$ cat src/rtl/chain_race_trial.sv
// Producer side of the delay-chain race calibration loop: loads chain taps at
// trial boundaries, launches a common edge and reports which chain end won.
module chain_race_trial #(
  parameter int CALIBRATE_BITS = 4,
  parameter int ARM_CYCLES     = 4,
  parameter int TIMEOUT        = 32
) (
  input  logic                      clk,
  input  logic                      rst_n,
  input  logic                      enable,
  input  logic [CALIBRATE_BITS-1:0] calibrate_a,
  input  logic [CALIBRATE_BITS-1:0] calibrate_b,
  input  logic                      arrival_a,
  input  logic                      arrival_b,
  output logic [CALIBRATE_BITS-1:0] tap_a,
  output logic [CALIBRATE_BITS-1:0] tap_b,
  output logic                      launch,
  output logic                      a_wins,
  output logic                      b_wins,
  output logic                      valid,
  output logic                      stuck
);

  typedef enum logic [2:0] {
    S_IDLE,
    S_ARM,
    S_RACE,
    S_DECIDE,
    S_RELEASE
  } state_t;

  localparam logic [7:0] ARM_LAST     = 8'(ARM_CYCLES - 1);
  localparam logic [7:0] TIMEOUT_LAST = 8'(TIMEOUT - 1);

  state_t                    state_q, state_d;
  logic [7:0]                cnt_q, cnt_d;
  logic [CALIBRATE_BITS-1:0] tap_a_q, tap_a_d;
  logic [CALIBRATE_BITS-1:0] tap_b_q, tap_b_d;
  logic                      launch_q, launch_d;
  logic                      a_wins_q, a_wins_d;
  logic                      b_wins_q, b_wins_d;
  logic                      valid_q, valid_d;
  logic                      stuck_q, stuck_d;
  logic [1:0]                sync_a_q, sync_b_q;
  logic                      sa, sb;

  // Chain ends are asynchronous to clk; only the second flop's output is trusted.
  always_ff @(posedge clk or negedge rst_n) begin
    if (!rst_n) begin
      sync_a_q <= '0;
      sync_b_q <= '0;
    end else begin
      // NOTE: non-blocking so both flops sample the pre-edge value and form a real 2-stage chain.
      sync_a_q <= {sync_a_q[0], arrival_a};
      sync_b_q <= {sync_b_q[0], arrival_b};
    end
  end

  assign sa = sync_a_q[1];
  assign sb = sync_b_q[1];

  always_comb begin
    // NOTE: every target gets a default first so no path leaves a latch behind.
    state_d  = state_q;
    cnt_d    = cnt_q;
    tap_a_d  = tap_a_q;
    tap_b_d  = tap_b_q;
    launch_d = launch_q;
    valid_d  = 1'b0;
    a_wins_d = 1'b0;
    b_wins_d = 1'b0;
    stuck_d  = stuck_q;

    unique case (state_q)
      S_IDLE: begin
        if (enable) begin
          tap_a_d = calibrate_a;
          tap_b_d = calibrate_b;
          cnt_d   = '0;
          state_d = S_ARM;
        end
      end

      S_ARM: begin
        // Leftover arrivals from a slow release would corrupt the race; wait them out.
        if (!(sa || sb)) begin
          if (cnt_q == ARM_LAST) begin
            launch_d = 1'b1;
            cnt_d    = '0;
            state_d  = S_RACE;
          end else begin
            cnt_d = cnt_q + 8'd1;
          end
        end
      end

      S_RACE: begin
        if (sa || sb) begin
          a_wins_d = sa;
          b_wins_d = sb;
          valid_d  = 1'b1;
          state_d  = S_DECIDE;
        end else if (cnt_q == TIMEOUT_LAST) begin
          valid_d = 1'b1;
          state_d = S_DECIDE;
        end else begin
          cnt_d = cnt_q + 8'd1;
        end
      end

      S_DECIDE: begin
        launch_d = 1'b0;
        cnt_d    = '0;
        state_d  = S_RELEASE;
      end

      S_RELEASE: begin
        if (!sa && !sb) begin
          state_d = S_IDLE;
        end else if (cnt_q == TIMEOUT_LAST) begin
          stuck_d = 1'b1;
          state_d = S_IDLE;
        end else begin
          cnt_d = cnt_q + 8'd1;
        end
      end

      default: state_d = S_IDLE;
    endcase
  end

  always_ff @(posedge clk or negedge rst_n) begin
    if (!rst_n) begin
      state_q  <= S_IDLE;
      cnt_q    <= '0;
      tap_a_q  <= '0;
      tap_b_q  <= '0;
      launch_q <= 1'b0;
      a_wins_q <= 1'b0;
      b_wins_q <= 1'b0;
      valid_q  <= 1'b0;
      stuck_q  <= 1'b0;
    end else begin
      state_q  <= state_d;
      cnt_q    <= cnt_d;
      tap_a_q  <= tap_a_d;
      tap_b_q  <= tap_b_d;
      launch_q <= launch_d;
      a_wins_q <= a_wins_d;
      b_wins_q <= b_wins_d;
      valid_q  <= valid_d;
      stuck_q  <= stuck_d;
    end
  end

  assign tap_a  = tap_a_q;
  assign tap_b  = tap_b_q;
  assign launch = launch_q;
  assign a_wins = a_wins_q;
  assign b_wins = b_wins_q;
  assign valid  = valid_q;
  assign stuck  = stuck_q;

endmodule

$ cat config.mk
export PLATFORM = sky130hd
export DESIGN_NAME = chain_race_trial
export DESIGN_NICKNAME = d
export VERILOG_FILES = /design/src/rtl/chain_race_trial.sv
export SDC_FILE = /design/constraint.sdc
export NUM_CORES = 1
export LEC_CHECK = 0
export ABC_AREA = 0
export BUFFER_PORTS_ARGS = -buffer_cell sky130_fd_sc_hd__buf_2
export CAP_MARGIN = 15
export CELL_PAD_IN_SITES_DETAIL_PLACEMENT = 0
export CELL_PAD_IN_SITES_GLOBAL_PLACEMENT = 1
export CORE_MARGIN = 2
export CORE_UTILIZATION = 38
export DETAILED_ROUTE_END_ITERATION = 12
export PLACE_DENSITY_LB_ADDON = 0.15
export SETUP_SLACK_MARGIN = 0.3
export SLEW_MARGIN = 15
export SYNTH_ARGS = -nofsm -noshare
export SYNTH_HDL_FRONTEND = slang
export SYNTH_SLANG_ARGS = --single-unit
$ cat constraint.sdc
create_clock -name clk -period 1.6 [get_ports clk]
set_input_delay 0.24 -clock clk [delete_from_list [all_inputs] [get_ports clk]]
set_output_delay 0.24 -clock clk [all_outputs]
set_load 0.01 [all_outputs]
Word-level counts from Yosys, hierarchy flattened. Cells that the tools add are included.

Bits in registers: 28. Input port bits: 13. Word-level logic and storage cells: 63.

Add/subtract/negate cells: 1. Equal/unequal tests: 13. Mux-type cells: 25. Bitwise logic cells: 1. Reductions and logical operators: 12.

Operators by type and width (number): $mux W8 (6); $pmux W8 S5 (1); $mux W3 (7); $pmux W3 S5 (1); $ne A2 B2 Y1 const B (5); $reduce_and A5 Y1 (2); $mux W1 (9); $add A8 B1 Y8 const B (1); $eq A8 B2 Y1 const B (1); $eq A8 B5 Y1 const B (1); $eq A3 B2 Y1 const B (2); $ne A3 B3 Y1 const B (2); $reduce_and A3 Y1 (2); $reduce_bool A5 Y1 (1); $eq A3 B1 Y1 const B (1); $eq A3 B3 Y1 const B (1); $logic_not A3 Y1 (1); $logic_not A1 Y1 (2); $pmux W1 S2 (1); $reduce_and A2 Y1 (1); $reduce_bool A2 Y1 (1); $logic_and A1 B1 Y1 (1); $logic_or A1 B1 Y1 (1); $not A1 Y1 (1).

Depth between registers and ports, before layout. Gate-level depths: netlist of the first run.

Depth after elaboration: 4. Mapped depth: 6. Depth with buffers taken out: 6.

Worst setup path before layout of the first run. No wires, ideal clock.

Kind: register to register. Start: register cnt_q[0]. End: register cnt_q[7]. Library setup time: 0.125 ns. Arrival: 1.614 ns. Required time: 1.475 ns. Path slack: -0.139 ns. Stages on the path, launching flop included: 7. Path buffers: 0. Period minus slack after synthesis: 1.739 ns. Path through: dfrtp_1 -> ha_1 -> or4b_4 -> o21ai_2 -> nand2_1 -> a21oi_1 -> o22ai_1.

Cells in the longest elaborated chain, start to end: 4.

Ends and longest elaborated chain: from (decl) (line 36) `logic [7:0] cnt_q, cnt_d;`; from (signal assigned) (line 145) `cnt_q <= cnt_d;`; $add A8 B1 Y8 (tied with other cells) (line 92, 107, 124); $mux W8 (on tied branches) (line 103, 120, 87); $mux W8 (on tied branches) (line 118, 86, 98); $pmux W8 S5 (*) (line 74) `unique case (state_q)`.

Mark *: on every way between the ends. The rest lies on a longest branch, timed or not. The select of a mux whose other input is x is not followed. A chain may end at the register's enable or synchronous reset.

Worst setup path after layout of the first run.
Start: register cnt_q[0]. End: register cnt_q[4].

The elaborated chain is that of the path after synthesis.

==> flow_summary.ini, run 1 <==
[synth]
ys_ff_latch = 28
avgSynthCellArea_um2 = 11.73
synth_top_area_share_pct = 52.39
synth.distinct_cells = 39
synthCells = 114
synth_area_um2 = 1338
synth_nets = 128
async_reset_ff_share_pct = 100.0
synth_edf_count = 0
synth_top_area_cell = dfrtp_1
synth_warnings = 0
synth_ff_type = dfrtp_1
yosys-top-cells-area = dfrtp_1 52%, mux2_2 6.7%, a21oi_1 3.0%
synth.yosys.seq_area_share_pct = 52.39

[cts]
cts_buffer_depth = 2
cts_tree = done
clockRootBuffer = clkbuf_4
htree_levels = 1
clk_latency_ns = 0.33
cts_buffers = 3
cts.sinks = 28
path_clk_slew_ns = 0.15

[status]
violations = negative setup slack
status = complete, but fails checks

[place]
dp_slack_ns = -0.1654
placed_area_um2 = 1724
gp_congestion = 0.8283
dpl.hpwl_um = 2166
portBuffers = 25

[pwr]
total_power_w = 0.003261
leakagePower_nw = 0.8662
powerDensity_nw_per_um2 = 1761
ir_worst_vdd_v = 0.0009946

[detailed_routing]
drtIter0Drc = 38
drc = 0
wl_per_cell_um = 13.57
vias_per_cell = 5.113
wl_um = 2877
dr.pass1.iters = 4
dr_total_vias = 1084
final_antenna_net_count = 0

[grt]
grt_antenna_before_repair = 0
grtUsageTotal_pct = 15.95
gr-total-overflow = 0
grt_max_degree = 29
grt_pass1_vias = 1142
grt_pass1_wl_um = 5078

[timing]
finalWorstSetupSlack_ns = -0.1404
clock.fmax_ghz = 0.5746
min_period_ns = 1.740
maxSlewViolCount = 0
hold_viol_final = 0
setup_viol = 9
finalClockSkew_ns = 0.01391
slew_headroom_pct = 59.16
tns_ns = -1.077
worst_pin_slew_ns = 0.6126
rsz0062_at_grt = yes
period_share_pct = 108.8
hold_ws_ns = 0.1216

[finish]
layout.nets = 181
syn2layout_area_growth_pct = 38.45
final_cell_mix = 25 x dfrtp_1, 25 x buf_2, 20 x buf_4
drive_gt1_share_pct = 47.59
fill_cells = 321
fin_area_um2 = 1852
diodes = 0

[job]
cap_viol_max_count = 0

[setup_path]
r2r_slack_ns = -0.14
critical_path_peak_fanout = 7
critPathCaptureType = register
cp.arrival_ns = 1.96
reg2reg_to = cnt_q[4]$_DFFE_PN0P_
r2r.worst_path.cells = 6
cp.required_ns = 1.82
start_kind = register
critical_path_class = register to register
r2r-start = cnt_q[0]$_DFFE_PN0P_

[worst_hold_path]
hold_path_class = input port to register
whs_path_depth = 2
min_from = calibrate_b[1]
hold_end = tap_b[1]$_DFFE_PN0P_

[die]
start_util_pct = 39.77
die-area_um2 = 4011
core_area_um2 = 3363
die_x_um = 63.33
die_y_um = 63.33
ios = 26
core.rowCount = 21
worst max path at each step:
stage | from | to | slack, ns
2_1_floorplan | cnt_q[0]$_DFFE_PN0P_ | cnt_q[7]$_DFFE_PN0P_ | -0.08
3_3_place_gp | cnt_q[1]$_DFFE_PN0P_ | state_q[0]$_DFFE_PN0P_ | -0.13
3_5_place_dp | cnt_q[1]$_DFFE_PN0P_ | state_q[0]$_DFFE_PN0P_ | -0.17
4_1_cts | cnt_q[1]$_DFFE_PN0P_ | cnt_q[7]$_DFFE_PN0P_ | -0.15
5_1_grt | cnt_q[0]$_DFFE_PN0P_ | cnt_q[2]$_DFFE_PN0P_ | -0.21
6_report | cnt_q[0]$_DFFE_PN0P_ | cnt_q[4]$_DFFE_PN0P_ | -0.14
worst max-delay path, cell delays in order (launching register included):
cell,delay [ns]
dfrtp_1,0.38
ha_2,0.19
or4b_4,0.49
o21ai_4,0.22
nand2_2,0.14
nand2b_4,0.15
o31ai_1,0.08
where the power goes:
group	internal (W)	switching (W)
Combinational	0.000916	0.000845
Clock	0.000254	0.000208
Sequential	0.000904	0.000134
Total	0.00207	0.00119
per-stage QoR:
step	utilization (%)	cells
5_1_grt	55.06	212
3_5_place_dp	51.26	204
4_1_cts	54.17	212
3_3_place_gp	51.26	204
6_report	55.06	212
2_1_floorplan	-	114
what timing repair did:
action / 4_1_cts / 5_1_grt
setup endpoints to repair: 20 / 20
setup buffers: 1 / 0
pin swaps: 4 / 4
hold endpoints to repair: 30 / 0
gates resized for setup: 5 / 9
hold buffers: 3 / 0
cells in the mapped netlist (2+ instances only):
master and n:
buf_2 2, o21ai_0 8, o21ai_1 2, nand3_1 5
a21o_1 2, a21boi_0 2, mux2_2 8, and3_1 3
nor3_1 2, o22ai_1 2, or3_1 3, nor2_1 4
nand2b_1 2, dfrtp_1 28, inv_1 2, a21oi_1 8
nand2_1 8, o41ai_2 2
area by class of cell:
| class | count | area, um^2 | share of cell area (%) |
|---|---|---|---|
| repair buffers | 51 | 347.8 | 18.78 |
| multi-input cells | 81 | 681.9 | 36.82 |
| well taps | 46 | 57.56 | 3.108 |
| clock buffers | 3 | 22.52 | 1.216 |
| clock inverters | 1 | 30.03 | 1.622 |
| flip-flops and latches | 28 | 704.4 | 38.04 |
| inverters | 2 | 7.507 | 0.4054 |
sequential cells by signal, summed over array words and instances, names as in the netlist, 2 cells and up:
register / cells
tap_a: 4
sync_b_q: 2
tap_b: 4
cnt_q: 8
sync_a_q: 2
state_q: 3
layer usage:
layer	part of all wire, %	track usage, %
met5	0	0
met4	1.0	4.076
met3	3.4	3.750
met2	52	28.42
met1	44	19.22
kinds of logic after synthesis:
| group | count (synthesis) | synth area share [%] |
|---|---|---|
| and+or+nand+nor | 36 | 17.31 |
| adders and majority gates | 1 | 0.9353 |
| muxes | 9 | 7.484 |
| buffers and inverters | 5 | 1.871 |
| AOI/OAI and AO/OA | 35 | 20.02 |
| DFF | 28 | 52.39 |
Note: power is estimated with default switching activity, not from simulation.
==> inputs of run 2 (changes only) <==
- CORE_UTILIZATION: 38 -> 45
- PLACE_DENSITY_LB_ADDON: 0.15 -> 0.1
- clock period: 1.6 -> 2.25 ns (I/O delays scaled with it)
==> run 2 against run 1 <==
Count of clock-buffer cells in the layout stayed put. Flip-flop and latch count unchanged. Sequential share of layout area increased by 6.0 points. Sequential power shrank 26%. Non-clock buffer count decreased by 22. Register-to-register slack better by 0.53 ns. Critical path depth did not move. Final cell count down 17%. Clock power fell by 30%. Utilization increased by 2.3 points. The run now ends clean. Clock skew shrank 0.0042 ns. Critical path type unchanged. Largest cell class unchanged. Design area is 14% lower.
==> flow_summary.ini, run 2 (same netlist as run 1, synthesis figures left out) <==
[finish]
fill_cells = 253
diodes = 0
syn2layout_area_growth_pct = 19.18
drive_gt1_share_pct = 37.50
layout.nets = 159
final_cells = 175
regMostFlops = cnt_q
fin_area_um2 = 1594
largest_register_ffs = 8
final_cell_mix = 27 x dfrtp_1, 25 x buf_2, 8 x a21oi_1, 8 x mux2_2
final_common_cell = dfrtp_1

[detailed_routing]
vias_per_cell = 5.629
dr_total_vias = 985
final_antenna_net_count = 0
drtIter0Drc = 37
drc = 0
wl_per_cell_um = 14.47
dr.pass1.iters = 4
wl_um = 2533

[setup_path]
crit_chain = ha_2 -> or4b_4 -> o21ai_4 -> a21oi_1 -> o21ai_0 -> o41ai_2
critical_path_class = register to register
critical_path_peak_fanout = 5
max_stage_delay_ns = 0.50
crit_buf_inv = 0
cp.arrival_ns = 2.09
crit_path_top_delay_cell = or4b_4
critical-path-top-delay-family = compound AO/OA/AOI/OAI gates
start_kind = register
cp.required_ns = 2.47
critPathCaptureType = register

[place]
gp_congestion = 0.7742
placed_cells = 169
placed_area_um2 = 1499
portBuffers = 25
dpl.hpwl_um = 1867

[timing]
finalClockSkew_ns = 0.009744
worst_pin_slew_ns = 0.5965
rsz0062_at_grt = yes
maxSlewViolCount = 0
min_period_ns = 1.865
hold_viol_final = 0
period_share_pct = 82.88
slew_headroom_pct = 60.06
tns_ns = 0
setup_viol = 0
clock.fmax_ghz = 0.5363

[job]
cap_viol_max_count = 0

[worst_hold_path]
hold_path_class = input port to register

[cts]
cts_tree = done
cts_buffer_depth = 2
cts_buffers = 3
cts.sinks = 28
htree_levels = 1
clockRootBuffer = clkbuf_4
clk_latency_ns = 0.32
path_clk_slew_ns = 0.15

[die]
core_area_um2 = 2781
die-area_um2 = 3425
start_util_pct = 48.09
core.rowCount = 19
ios = 26
die_y_um = 58.52
die_x_um = 58.52

[grt]
grtUsageTotal_pct = 16.71
grt_max_degree = 29
gr-total-overflow = 0
grt_pass1_vias = 991
grt_pass1_wl_um = 4395
grt_antenna_before_repair = 0

[pwr]
powerDensity_nw_per_um2 = 1252
ir_worst_vdd_v = 0.0008580
leakagePower_nw = 0.7215

[status]
status = complete, no violations
run 2: worst reg2reg max path, stage by stage, from the launching register on:
cell     delay [ns]
dfrtp_1        0.43
ha_2           0.23
or4b_4         0.50
o21ai_4        0.21
a21oi_1        0.09
o21ai_0        0.21
o41ai_2        0.10
run 2: path summary, 6_finish.rpt:
| path | startpoint | to | slack, ns | depth (start not counted) |
|---|---|---|---|---|
| hold / removal | arrival_b | sync_b_q[0]$_DFF_PN0_ | 0.11 | 1 |
| min in group asynchronous | rst_n | cnt_q[4]$_DFFE_PN0P_ | 0.53 | 2 |
| hold reg to reg | sync_a_q[0]$_DFF_PN0_ | sync_a_q[1]$_DFF_PN0_ | 0.37 | 0 |
| max in group asynchronous | rst_n | state_q[0]$_DFFE_PN0P_ | 1.30 | 2 |
| setup reg to reg | cnt_q[0]$_DFFE_PN0P_ | cnt_q[5]$_DFFE_PN0P_ | 0.39 | 6 |
| setup / recovery | cnt_q[0]$_DFFE_PN0P_ | cnt_q[5]$_DFFE_PN0P_ | 0.39 | 6 |
run 2: what timing repair did:
action                                  4_1_cts  5_1_grt
hold endpoints to repair                      7        0
cloned                                        0        0
endpoints found under the setup margin        3        9
hold buffers                                  1        0
gates resized for setup                       2        4
pin swaps                                     0        1
setup buffers                                 0        1
run 2: cell type report:
| cell class | instances | area [um^2] | area share [%] |
|---|---|---|---|
| Tap cell | 31 | 38.79 | 2.433 |
| Sequential cell | 28 | 701.9 | 44.03 |
| Clock buffer | 3 | 22.52 | 1.413 |
| Clock inverter | 1 | 30.03 | 1.884 |
| Multi-Input combinational cell | 81 | 635.6 | 39.87 |
| Timing Repair Buffer | 29 | 157.7 | 9.890 |
| Inverter | 2 | 7.507 | 0.4710 |
run 2: routing by layer:
| layer | wire length [um] | GRT usage [%] |
|---|---|---|
| met1 | 1129 | 21.43 |
| met5 | 0 | 0 |
| met3 | 79 | 1.978 |
| met4 | 18 | 5.980 |
| met2 | 1305 | 29.05 |
run 2: report_power, final:
part           internal (W)  switching, W  total, W
Combinational      0.000419      0.000487  0.000906
Sequential         0.000639      0.000126  0.000765
Clock              0.000180      0.000144  0.000324
Total               0.00124      0.000758   0.00200
run 2: through the flow:
stage	hold slack, ns	total power, W	utilization [%]	setup WS [ns]
2_1_floorplan	0.04191	0.001395	-	0.5110
3_3_place_gp	0.3333	0.001604	53.89	0.3443
3_5_place_dp	0.3363	0.001628	53.89	0.3220
4_1_cts	0.09416	0.001994	56.82	0.3375
5_1_grt	0.08843	0.002146	57.31	0.2937
6_report	0.1142	0.001996	57.31	0.3852
==> inputs of run 3 (changes only) <==
- ABC_AREA: 0 -> 1
- CORE_UTILIZATION: 45 -> 40
- clock period: 2.25 -> 1.9 ns (I/O delays scaled with it)
==> run 3 against run 2 <==
Register-to-register slack improved by 0.05 ns. Clock power increased by 21%. Hold slack got worse by 0.067 ns. Design area increased by 1.5%. Worst setup slack improved by 0.052 ns. Non-clock buffer count decreased by 3. Utilization decreased by 5.6 points. Area after synthesis unchanged. Clock skew decreased by 0.0035 ns. Synthesized cell count increased by 31%. Largest cell class unchanged.
==> flow_summary.ini, run 3 <==
[synth]
async_reset_ff_share_pct = 100.0
synth.distinct_cells = 24
ys_top_cells_by_count = 39 x nand2_1, 28 x dfrtp_1, 16 x inv_1, 13 x nor2_1, 8 x mux2_2
synth_xor_area_share_pct = 1.310
synth_adder_area_share_pct = 0.9355
yosysMostFrequentCell = nand2_1
synth_edf_count = 0
avgSynthCellArea_um2 = 8.977
synth_area_um2 = 1338
synth_nets = 163
synthCells = 149
synth_warnings = 0
synth_ff_type = dfrtp_1
synth_top_area_cell = dfrtp_1
synth-compound-area-share_pct = 7.951
synth_top_area_share_pct = 52.39
synth_mux_area_share_pct = 6.735
ys_ff_latch = 28
yosys-top-cells-area = dfrtp_1 52%, nand2_1 11%, mux2_2 6.7%
synth.yosys.seq_area_share_pct = 52.39
synth_top_family_by_area = simple AND/OR/NAND/NOR gates
yosys.area_share.simple_pct = 24.79

[place]
gp_congestion = 0.8376
dpl.hpwl_um = 1893
placed_cells = 217
portBuffers = 25
placed_area_um2 = 1506

[timing]
setup_viol = 0
slew_headroom_pct = 58.37
period_share_pct = 76.98
hold_viol_final = 0
worst_pin_slew_ns = 0.6244
min_period_ns = 1.463
tns_ns = 0
clock.fmax_ghz = 0.6837
finalClockSkew_ns = 0.006219
maxSlewViolCount = 0
rsz0062_at_grt = no

[pwr]
power_frac_comb_pct = 43.4
p_clk_share_pct = 17.6
switching_share_pct = 39.64
leakagePower_nw = 0.8343
p_switching_w = 0.0008842
ir_worst_vdd_v = 0.0005278
internal_power_w = 0.001347
seqPwrFrac_pct = 39.1
powerDensity_nw_per_um2 = 1379

[finish]
regMostFlops = cnt_q
diodes = 0
final_cells = 223
layout.nets = 194
final_common_cell = nand2_1
largest_register_ffs = 8
final_cell_mix = 38 x nand2_1, 28 x dfrtp_1, 25 x buf_2
drive_gt1_share_pct = 31.28
fin_area_um2 = 1618
syn2layout_area_growth_pct = 20.95

[setup_path]
reg2reg_to = cnt_q[3]$_DFFE_PN0P_
cp.arrival_ns = 1.71
critical_path_class = register to register
critPathCaptureType = register
critical_path.startpoint = cnt_q[0]$_DFFE_PN0P_
start_kind = register
crit_path_top_delay_cell = dfrtp_1
r2r.worst_path.cells = 10
r2r_slack_ns = 0.44
r2r-start = cnt_q[0]$_DFFE_PN0P_
cpMostUsedCell = nand2_1
max_stage_delay_ns = 0.42
critical_path_peak_fanout = 8
crit_buf_inv = 2
crit_chain = ha_2 -> nand2_1 -> inv_2 -> nand2_1 -> nor2_4 -> nand2_4 -> nand3_4 -> inv_1 -> nand2_1 -> nand2_1
critical-path-top-delay-family = simple AND/OR/NAND/NOR gates
cp.required_ns = 2.14

[detailed_routing]
dr_total_vias = 1065
vias_per_cell = 4.776
drc = 0
wl_um = 2636
dr.pass1.iters = 4
final_antenna_net_count = 0
wl_per_cell_um = 11.82
drtIter0Drc = 52

[cts]
cts.sinks = 28
htree_levels = 1
clockRootBuffer = clkbuf_4
cts_tree = done
cts_buffers = 3
path_clk_slew_ns = 0.16
clk_latency_ns = 0.33
cts_buffer_depth = 2

[die]
ios = 26
die_x_um = 61.83
core.rowCount = 20
die-area_um2 = 3822
die_y_um = 61.83
start_util_pct = 42.76
core_area_um2 = 3128

[worst_hold_path]
whs_path_depth = 1
min_from = arrival_b
hold_path_class = input port to register
hold_end = sync_b_q[0]$_DFF_PN0_

[grt]
grt_antenna_before_repair = 0
grt_max_degree = 29
grt_pass1_wl_um = 4153
gr-total-overflow = 0
grtUsageTotal_pct = 14.78
grt_pass1_vias = 907

[job]
cap_viol_max_count = 0

[status]
status = complete, no violations
==> run 3: cell count changes after synthesis, moves of 3 or more <==
cell	change
nand2_1	+31
inv_1	+14
nor2_1	+9
a21oi_1	-5
nand2_2	+5
and3_1	-3
o21ai_0	-3
or3_1	-3
==> run 3: routing by layer <==
layer,global-route usage (%),vias to the layer above,wire length [um]
li1,-,545,-
met1,22.50,507,1317
met2,21.50,13,1261
met3,1.863,0,57
met4,5.471,0,0
met5,0,-,0
==> run 3: what timing repair did <==
action                                  CTS  global route
resized for setup                         1            10
endpoints found under the setup margin    3             8
hold endpoints to repair                 28             0
cloned                                    0             1
hold buffers                              1             0
pin swaps                                 0             2
buffers inserted                          0             0
==> run 3: worst max path at each step <==
stage                                      end  slack (ns)  depth (start not counted)
after floorplan           cnt_q[5]$_DFFE_PN0P_        0.48                         10
after global placement    cnt_q[3]$_DFFE_PN0P_        0.35                          8
after detailed placement  cnt_q[3]$_DFFE_PN0P_        0.31                         10
after CTS                 cnt_q[3]$_DFFE_PN0P_        0.33                         10
after global routing      cnt_q[4]$_DFFE_PN0P_        0.30                         10
final                     cnt_q[3]$_DFFE_PN0P_        0.44                         10
==> run 3: kinds of logic after synthesis <==
group	Yosys count
fa+ha+maj	1
flops	28
simple gates	73
compound gates	18
buf+inv	19
xor+xnor	2
mux	8
==> run 3: area by class of cell <==
class	instances	area (um^2)
multi-input cells	103	606.8
repair buffers	26	135.1
clock buffers	3	22.52
flip-flops and latches	28	700.7
fillers	313	1510
clock inverters	1	30.03
well taps	44	55.05
inverters	18	67.56
==> run 3: power by group through the flow <==
| stage | Combinational, W | Sequential, W | Clock [W] |
|---|---|---|---|
| after floorplan | 0.000598 | 0.000920 | 0 |
| after global placement | 0.000869 | 0.000867 | 0 |
| after detailed placement | 0.000868 | 0.000877 | 0 |
| after CTS | 0.000891 | 0.000863 | 0.000402 |
| after global routing | 0.00110 | 0.000895 | 0.000426 |
| final | 0.000968 | 0.000871 | 0.000392 |
==> run 3: per-stage QoR <==
stage               util (%)  hold slack, ns  total power (W)  worst slack [ns]
floorplan                  -        -0.01059         0.001518            0.4833
global placement       48.16          0.3323         0.001735            0.3460
detailed placement     48.16          0.3358         0.001745            0.3126
CTS                    50.40         0.03761         0.002156            0.3302
global route           51.72         0.02462         0.002422            0.3044
finish                 51.72         0.04681         0.002231            0.4373
